## src/rtl/counter_ctrl_pkg.sv

```systemverilog
// Shared state encodings for the counter sequencer and its helpers.
// Latency: n/a (types and constants only).
// Backpressure: n/a.
package counter_ctrl_pkg;

  localparam int STATE_W = 2;

  typedef enum logic [STATE_W-1:0] {
    ST_IDLE   = 2'b00,
    ST_RUN    = 2'b01,
    ST_PAUSED = 2'b10,
    ST_DONE   = 2'b11
  } state_t;

endpackage

```

## src/rtl/counter_sequencer_rise_edge.sv

```systemverilog
// 1-bit rising-edge detector on an already-synchronised level input.
// Latency: rise is combinational from level; history register updates every clk.
// Backpressure: none; a level held high yields exactly one rise.
module rise_edge (
  input  logic clk,
  input  logic rst,
  input  logic level,
  output logic rise
);

  logic level_q;

  // Remember last cycle's level so a new assertion can be told from a held one.
  always_ff @(posedge clk or posedge rst) begin
    if (rst) level_q <= 1'b0;
    else     level_q <= level;
  end

  assign rise = level & ~level_q;

endmodule

```

## src/rtl/counter_sequencer.sv

```systemverilog
// Run/pause/stop sequencer driving an external counter's enable, load and direction pins.
// Latency: request edge to state_out/strobes is one clk; first cnt_en lands DIV clks after entering RUN.
// Backpressure: none; strobes are single-cycle pulses and requests are edge-triggered.
module counter_sequencer
  import counter_ctrl_pkg::*;
#(
  parameter int WIDTH = 4,
  parameter int DIV   = 12500000,
  parameter int PRE_W = 24,
  parameter int WRAP  = 0
) (
  input  logic               clk,
  input  logic               rst,
  input  logic               start,
  input  logic               stop,
  input  logic               load_req,
  input  logic               dir_sw,
  input  logic [WIDTH-1:0]   load_val,
  input  logic [WIDTH-1:0]   limit,
  input  logic [WIDTH-1:0]   count_in,
  output logic               cnt_en,
  output logic               cnt_up,
  output logic               cnt_load,
  output logic [WIDTH-1:0]   cnt_load_val,
  output logic [STATE_W-1:0] state_out,
  output logic               done
);

  // A one-cycle tick period would let the limit compare see a stale count_in.
  if (DIV < 2) begin : g_div_check
    $error("counter_sequencer: DIV must be at least 2");
  end
  if ((64'd1 << PRE_W) < 64'(DIV)) begin : g_pre_check
    $error("counter_sequencer: PRE_W too narrow to hold DIV-1");
  end

  localparam logic [PRE_W-1:0] PRE_LAST = PRE_W'(DIV - 1);

  logic start_rise, stop_rise, load_rise;

  rise_edge u_start_edge (.clk(clk), .rst(rst), .level(start),    .rise(start_rise));
  rise_edge u_stop_edge  (.clk(clk), .rst(rst), .level(stop),     .rise(stop_rise));
  rise_edge u_load_edge  (.clk(clk), .rst(rst), .level(load_req), .rise(load_rise));

  state_t             state_q, state_d;
  logic [PRE_W-1:0]   pre_q, pre_d;
  logic               en_d, load_d, up_d, tick, at_limit;
  logic [WIDTH-1:0]   load_val_d;

  // Terminal test uses the frozen direction, so a mid-run switch flip cannot move the limit.
  assign at_limit  = cnt_up ? (count_in == limit) : (count_in == '0);
  assign state_out = state_q;

  // State, prescaler and every output are registered here.
  always_ff @(posedge clk or posedge rst) begin
    if (rst) begin
      state_q      <= ST_IDLE;
      pre_q        <= '0;
      cnt_en       <= 1'b0;
      cnt_load     <= 1'b0;
      cnt_load_val <= '0;
      cnt_up       <= 1'b1;
      done         <= 1'b0;
    end else begin
      state_q      <= state_d;
      pre_q        <= pre_d;
      cnt_en       <= en_d;
      cnt_load     <= load_d;
      cnt_load_val <= load_val_d;
      cnt_up       <= up_d;
      done         <= (state_d == ST_DONE);
    end
  end

  // Next state and strobes; stop outranks load, which outranks start.
  always_comb begin
    state_d    = state_q;
    pre_d      = pre_q;
    en_d       = 1'b0;
    load_d     = 1'b0;
    load_val_d = cnt_load_val;
    up_d       = cnt_up;
    tick       = 1'b0;
    case (state_q)
      ST_IDLE: begin
        up_d = dir_sw;
        // A stop edge does nothing here but still masks a coincident load or start.
        if (!stop_rise) begin
          if (load_rise) begin
            load_d     = 1'b1;
            load_val_d = load_val;
          end else if (start_rise) begin
            state_d = ST_RUN;
            pre_d   = '0;
          end
        end
      end
      ST_RUN: begin
        if (stop_rise) begin
          state_d = ST_PAUSED;
        end else begin
          tick  = (pre_q == PRE_LAST);
          pre_d = tick ? '0 : pre_q + 1'b1;
          if (tick) begin
            if (!at_limit) begin
              en_d = 1'b1;
            end else if (WRAP != 0) begin
              load_d     = 1'b1;
              load_val_d = cnt_up ? '0 : limit;
            end else begin
              state_d = ST_DONE;
            end
          end
        end
      end
      ST_PAUSED: begin
        up_d = dir_sw;
        if (stop_rise) begin
          state_d = ST_IDLE;
          pre_d   = '0;
        end else if (load_rise) begin
          load_d     = 1'b1;
          load_val_d = load_val;
        end else if (start_rise) begin
          state_d = ST_RUN;
        end
      end
      ST_DONE: begin
        if (stop_rise) begin
          state_d = ST_IDLE;
        end else if (load_rise) begin
          load_d     = 1'b1;
          load_val_d = load_val;
          state_d    = ST_IDLE;
        end
      end
      default: state_d = ST_IDLE;
    endcase
  end

endmodule

```

## config.mk

```make
export PLATFORM = sky130hd
export DESIGN_NAME = counter_sequencer
export DESIGN_NICKNAME = d
export VERILOG_FILES = /design/src/rtl/counter_ctrl_pkg.sv /design/src/rtl/counter_sequencer_rise_edge.sv /design/src/rtl/counter_sequencer.sv
export SDC_FILE = /design/constraint.sdc
export NUM_CORES = 1
export LEC_CHECK = 0
export BUFFER_PORTS_ARGS = -buffer_cell sky130_fd_sc_hd__buf_4
export CAP_MARGIN = 20
export CORE_UTILIZATION = 50
export CTS_BUF_LIST = sky130_fd_sc_hd__clkbuf_2
export CTS_CLUSTER_DIAMETER = 50
export CTS_CLUSTER_SIZE = 40
export DETAILED_ROUTE_END_ITERATION = 16
export PLACE_DENSITY = 0.78
export SLEW_MARGIN = 20
export SYNTH_ARGS = -nofsm -noshare
export SYNTH_HDL_FRONTEND = slang
export SYNTH_SLANG_ARGS = --single-unit
```

## constraint.sdc

```tcl
create_clock -name clk -period 2.27 [get_ports clk]
set_input_delay 0.1135 -clock clk [delete_from_list [all_inputs] [get_ports clk]]
set_output_delay 0.1135 -clock clk [all_outputs]
set_load 0.01 [all_outputs]
```

# After elaboration in Yosys (flattened, before gate mapping)
# Cells that the tools add are included.
# totals
regBits,37
in_bits,18
output_inout_bits,10
wordCells,61
# op_classes
n_addsub,1
n_eq_ne,11
n_mux,25
n_bitwise,7
reduce_logical,7
# ops
cell,n
$mux 24,6
$pmux 24 s3,1
$add 24x1->24 const B,1
$eq 24x24->1 const B,1
$mux 2,9
$ne 2x2->1 const B,5
$mux 1,8
$pmux 2 s4,1
$eq 2x2->1 const B,3
$reduce_and 6->1,1
$eq 4x4->1,1
$logic_not 4->1,1
$not 1->1,4
$and 1x1->1,3
$reduce_and 3->1,1
$reduce_bool 3->1,1
$reduce_or 3->1,1
$eq 2x1->1 const B,1
$logic_not 2->1,1
$reduce_or 2->1,1

# Longest topological paths before layout
# logic_depth
depth_word,7
mapped_depth,7
mapped_depth_nobuf,6

# Hierarchy
# Synthesis repeated with hierarchy kept, for this count alone.
# unflattened
cells_unflattened,205
hier_area_um2,2104.5
# by_module_without_submodules
mod,instances,cells_each,area_each_um2,seq_area_each_um2
counter_sequencer,1,196,1976.9,852.1
rise_edge,3,3,42.5,25.0

# Least setup slack after synthesis
# Ideal clock, no wire load.
# synth_path
path_kind,flip-flop to flip-flop
start,reg pre_q[5]
end,reg pre_q[8]
setup_ns,0.139
arrival_ns,1.898
required_ns,2.131
path_slack_ns,0.233
stages_incl_launch_ff,7
n_path_buf,1
synth_period_minus_slack_ns,2.037
path_cell_list,dfrtp_1 > or4b_1 > nor4_2 > a41oi_2 > buf_4 > a31oi_1 > a31oi_1
# synth_between
elab_chain_len,4
word_cells_on_any_way,5
cone_classes,add/sub (1); eq/ne (1); mux (3)
# synth_rtl
item,line,text
"start, declared",counter_sequencer.sv:46,"logic [PRE_W-1:0] pre_q, pre_d;"
"start signal, assigned",counter_sequencer.sv:66,pre_q <= pre_d;
$add 24x1->24 / $eq 24x24->1 (equally long branches),"counter_sequencer.sv:103, counter_sequencer.sv:102",
$mux 24 (*),counter_sequencer.sv:103,pre_d = tick ? '0 : pre_q + 1'b1;
$mux 24 (*),counter_sequencer.sv:99,if (stop_rise) begin
$pmux 24 s3 (*),counter_sequencer.sv:84,case (state_q)
# Mark *: on every way between the ends. The rest lies on a longest branch, timed or not. The select of a mux whose other input is x is not followed.
# A chain may end at the register's enable or synchronous reset.

# Worst setup path in the final report
# layout_path
start,reg pre_q[6]
end,reg pre_q[6]
# Same word-level chain as after synthesis.

==> metrics.txt <==
leakage power 1.073 nW; clock sink count 37; Placer Congestion 0.8084; vias in the first global route 1,545; DR vias 1,722; Core ar. 0.003689 mm^2; CP startpoint pre_q[6]$_DFFE_PP0P_; clk buf depth 2; slowest stage delay, CP 0.60 ns; Worst Tran Pin Value 0.5109 ns; cell family contributing the most delay on the critical path simple AND/OR/NAND/NOR gates; Setup violations, final 0; mapped cell area 0.001951 mm^2; drt wl/cell 15.03 um; largest net degree at the start of global routing 38; IO Count 28; Area Growth Syn to Fin 24.63%; fmax 456.0 MHz; peak supply drop 0.3805 mV; worst-skew pair later-pin latency 0.39 ns; PwrDens 609.2 mW/mm^2; Final Cycle Share 0.9661; largest cells by area after synthesis dfrtp_1 (46%), a31oi_1 (4.5%), nand3_1 (3.3%); Critical Path Sink Type flip-flop; Die Wd 64.46 um; layout cells sized above 1 0.2570; DRT Wirelength 4463 um; crit start category flip-flop; Yosys warning count 0; share of the synthesized area in the top cell type 0.4618; Clk pin slew, worst setup/hold paths 0.19 ns; crit-path cells or4b_1 > nor4_4 > a41oi_2 > buf_4 > a31oi_1 > a31oi_1; synthesized flop and latch total 37; Post-Synthesis Cells 201; status finished clean; DR vias/cell 5.798; initial core utilization 0.5288; RR Startpoint pre_q[6]$_DFFE_PP0P_; Net Count, Synth 220; Hold Crit Class in -> reg; R2R depth 6; Layout Skew 0.01124 ns; antenna violations before repair 0; DRC 0; die area 0.004155 mm^2; Detailed Routing Iterations Pass 1 4; fin. max-slew vios 0; Final Hold Viols 0; Worst Path Buf+Inv 1; total grt overflow 0; Routed Antenna Nets 0; Synth cell types 44; max-cap viol count 0; sum of negative setup slack 0 ns; GRT Total Usage 0.2381; sequential area share after synthesis 0.4753; WP data arrival 2.48 ns; overall power 0.001481 W; dominant cell type by area after synthesis dfrtp_1; initial DRC count 90; diode count 0; Port-buffer cells 27; clock root buffer clkbuf_2; reg-to-reg setup timing slack 0.08 ns; CTS buffer count 5; Avg Cell Area, Syn 9.705 um^2; layout net count 267; Worst Path Required 2.55 ns; min Tclk post-route 2.193 ns; Slew headroom 0.6590; crit path max fanout 24; CP endpoint pre_q[6]$_DFFE_PP0P_; CP dominant cell by count a31oi_1; CTS tree done; crit path max-delay cell type or4b_1; FF-to-FF End pre_q[6]$_DFFE_PP0P_; FP Rows 22; fillcell total 293; Clock H-tree levels 2; Die H 64.46 um; dpl hpwl 2895 um; Worst path depth 6; critical path class reg -> reg; first-pass GRT wire length 7424 um
## placed cells by master (no fill, tap or decap), types with 4 or more instances in the layout
cell           synthesis  final
a21oi_1                9      9
a31oi_1               14     14
and3_1                 7      7
buf_4                  3     39
clkbuf_2               0      6
dfrtp_1               36     36
dlygate4sd3_1          0      9
inv_1                  7      7
mux2_2                 5      5
nand2_1               11     11
nand2b_1               8      8
nand3_1               13     13
nand4_1                9      9
nor2_1                11     10
nor3_1                 5      5
nor4_1                 4      4
o21ai_0                8      8
o22ai_1                4      4
xnor2_1                4      4
xor2_1                 4      4
## repair_timing
item	CTS	global route
endpoints found under the setup margin	0	15
hold buffers	9	0
resized for setup	0	3
hold endpoints to repair	44	0
buffers inserted	0	1
## cell type report
class | instances | area, um^2 | share of cell area
clock inverters | 2 | 33.78 | 0.01390
clock buffers | 6 | 30.03 | 0.01235
well taps | 48 | 60.06 | 0.02470
inverters | 7 | 26.28 | 0.01081
flip-flops and latches | 37 | 927.1 | 0.3814
multi-input cells | 149 | 970.9 | 0.3994
repair buffers | 48 | 382.9 | 0.1575
## Yosys cell counts, drive strengths merged
cell,n
or4b,1
mux2i,1
or4bb,1
nor4,5
o211ai,2
or3,3
dfrtp,36
a31oi,14
and2,1
mux2,5
a41oi,1
xor2,4
ha,1
o21ai,9
o22ai,4
a21oi,9
xnor2,4
clkbuf,4
inv,7
nor2,12
nand4b,1
buf,4
o21a,1
and3,8
o2111ai,3
a22oi,2
nand3,13
nor2b,2
nor3,5
nand2b,8
or2,2
dfstp,1
nand4,9
or3b,1
nand2,12
o31ai,3
a21boi,2
## sequential cells by signal, indices dropped and copies added (netlist names)
register,cells
cnt_en,1
cnt_load,1
cnt_load_val,4
cnt_up,1
done,1
pre_q,24
state_out,2
u_load_edge.level_q,1
u_start_edge.level_q,1
u_stop_edge.level_q,1
## logic make-up (layout without fill, tap and decap cells)
logic type | Yosys count | count (layout) | synth area share
xor gates and xnor gates | 8 | 8 | 0.03592
DFF | 37 | 37 | 0.4753
AOI/OAI and AO/OA | 50 | 50 | 0.1713
and+or+nand+nor | 84 | 84 | 0.2418
adders and majority gates | 1 | 1 | 0.006413
buffers and inverters | 15 | 63 | 0.03528
muxes | 6 | 6 | 0.03399
## per-stage QoR
step	worst slack (ns)	hold WS (ns)	utilization	cells	cell area [um^2]
floorplan	0.2330	0.1449	-	201	1951
global placement	0.1781	0.2284	0.6109	279	2253
detailed placement	0.1164	0.2339	0.6109	279	2253
CTS	0.07393	0.1976	0.6526	296	2407
global route	-0.0009563	0.2813	0.6591	297	2431
finish	0.07702	0.2285	0.6591	297	2431
## layer usage
metal  GRT usage  share of wire  vias up
li1            -              -      846
met1      0.3202           0.46      811
met2      0.3671           0.46       53
met3     0.06690          0.052       12
met4     0.08611          0.025        0
met5           0              0        -
## worst min path at each step
| stage | from | to | slack (ns) | depth (start not counted) |
|---|---|---|---|---|
| floorplan | load_req | u_load_edge.level_q$_DFF_PP0_ | 0.14 | 0 |
| global placement | load_req | u_load_edge.level_q$_DFF_PP0_ | 0.23 | 1 |
| detailed placement | load_req | u_load_edge.level_q$_DFF_PP0_ | 0.23 | 1 |
| CTS | count_in[2] | cnt_en$_DFF_PP0_ | 0.20 | 5 |
| global route | count_in[1] | cnt_en$_DFF_PP0_ | 0.28 | 5 |
| finish | count_in[2] | cnt_en$_DFF_PP0_ | 0.23 | 5 |
## power breakdown
| group | leakage (nW) | switching [W] | internal [W] | total (W) |
|---|---|---|---|---|
| combinational | 0.539 | 0.000180 | 0.000149 | 0.000329 |
| sequential | 0.494 | 0.0000401 | 0.000706 | 0.000746 |
| clock | 0.0406 | 0.000218 | 0.000188 | 0.000406 |
## worst min-delay path, cell delays in order
cell and delay (ns):
buf_4 0.09, nor4_1 0.04, nor2_1 0.09, a21oi_1 0.08
nor4_1 0.16
Power figures use the tool's default switching activity.
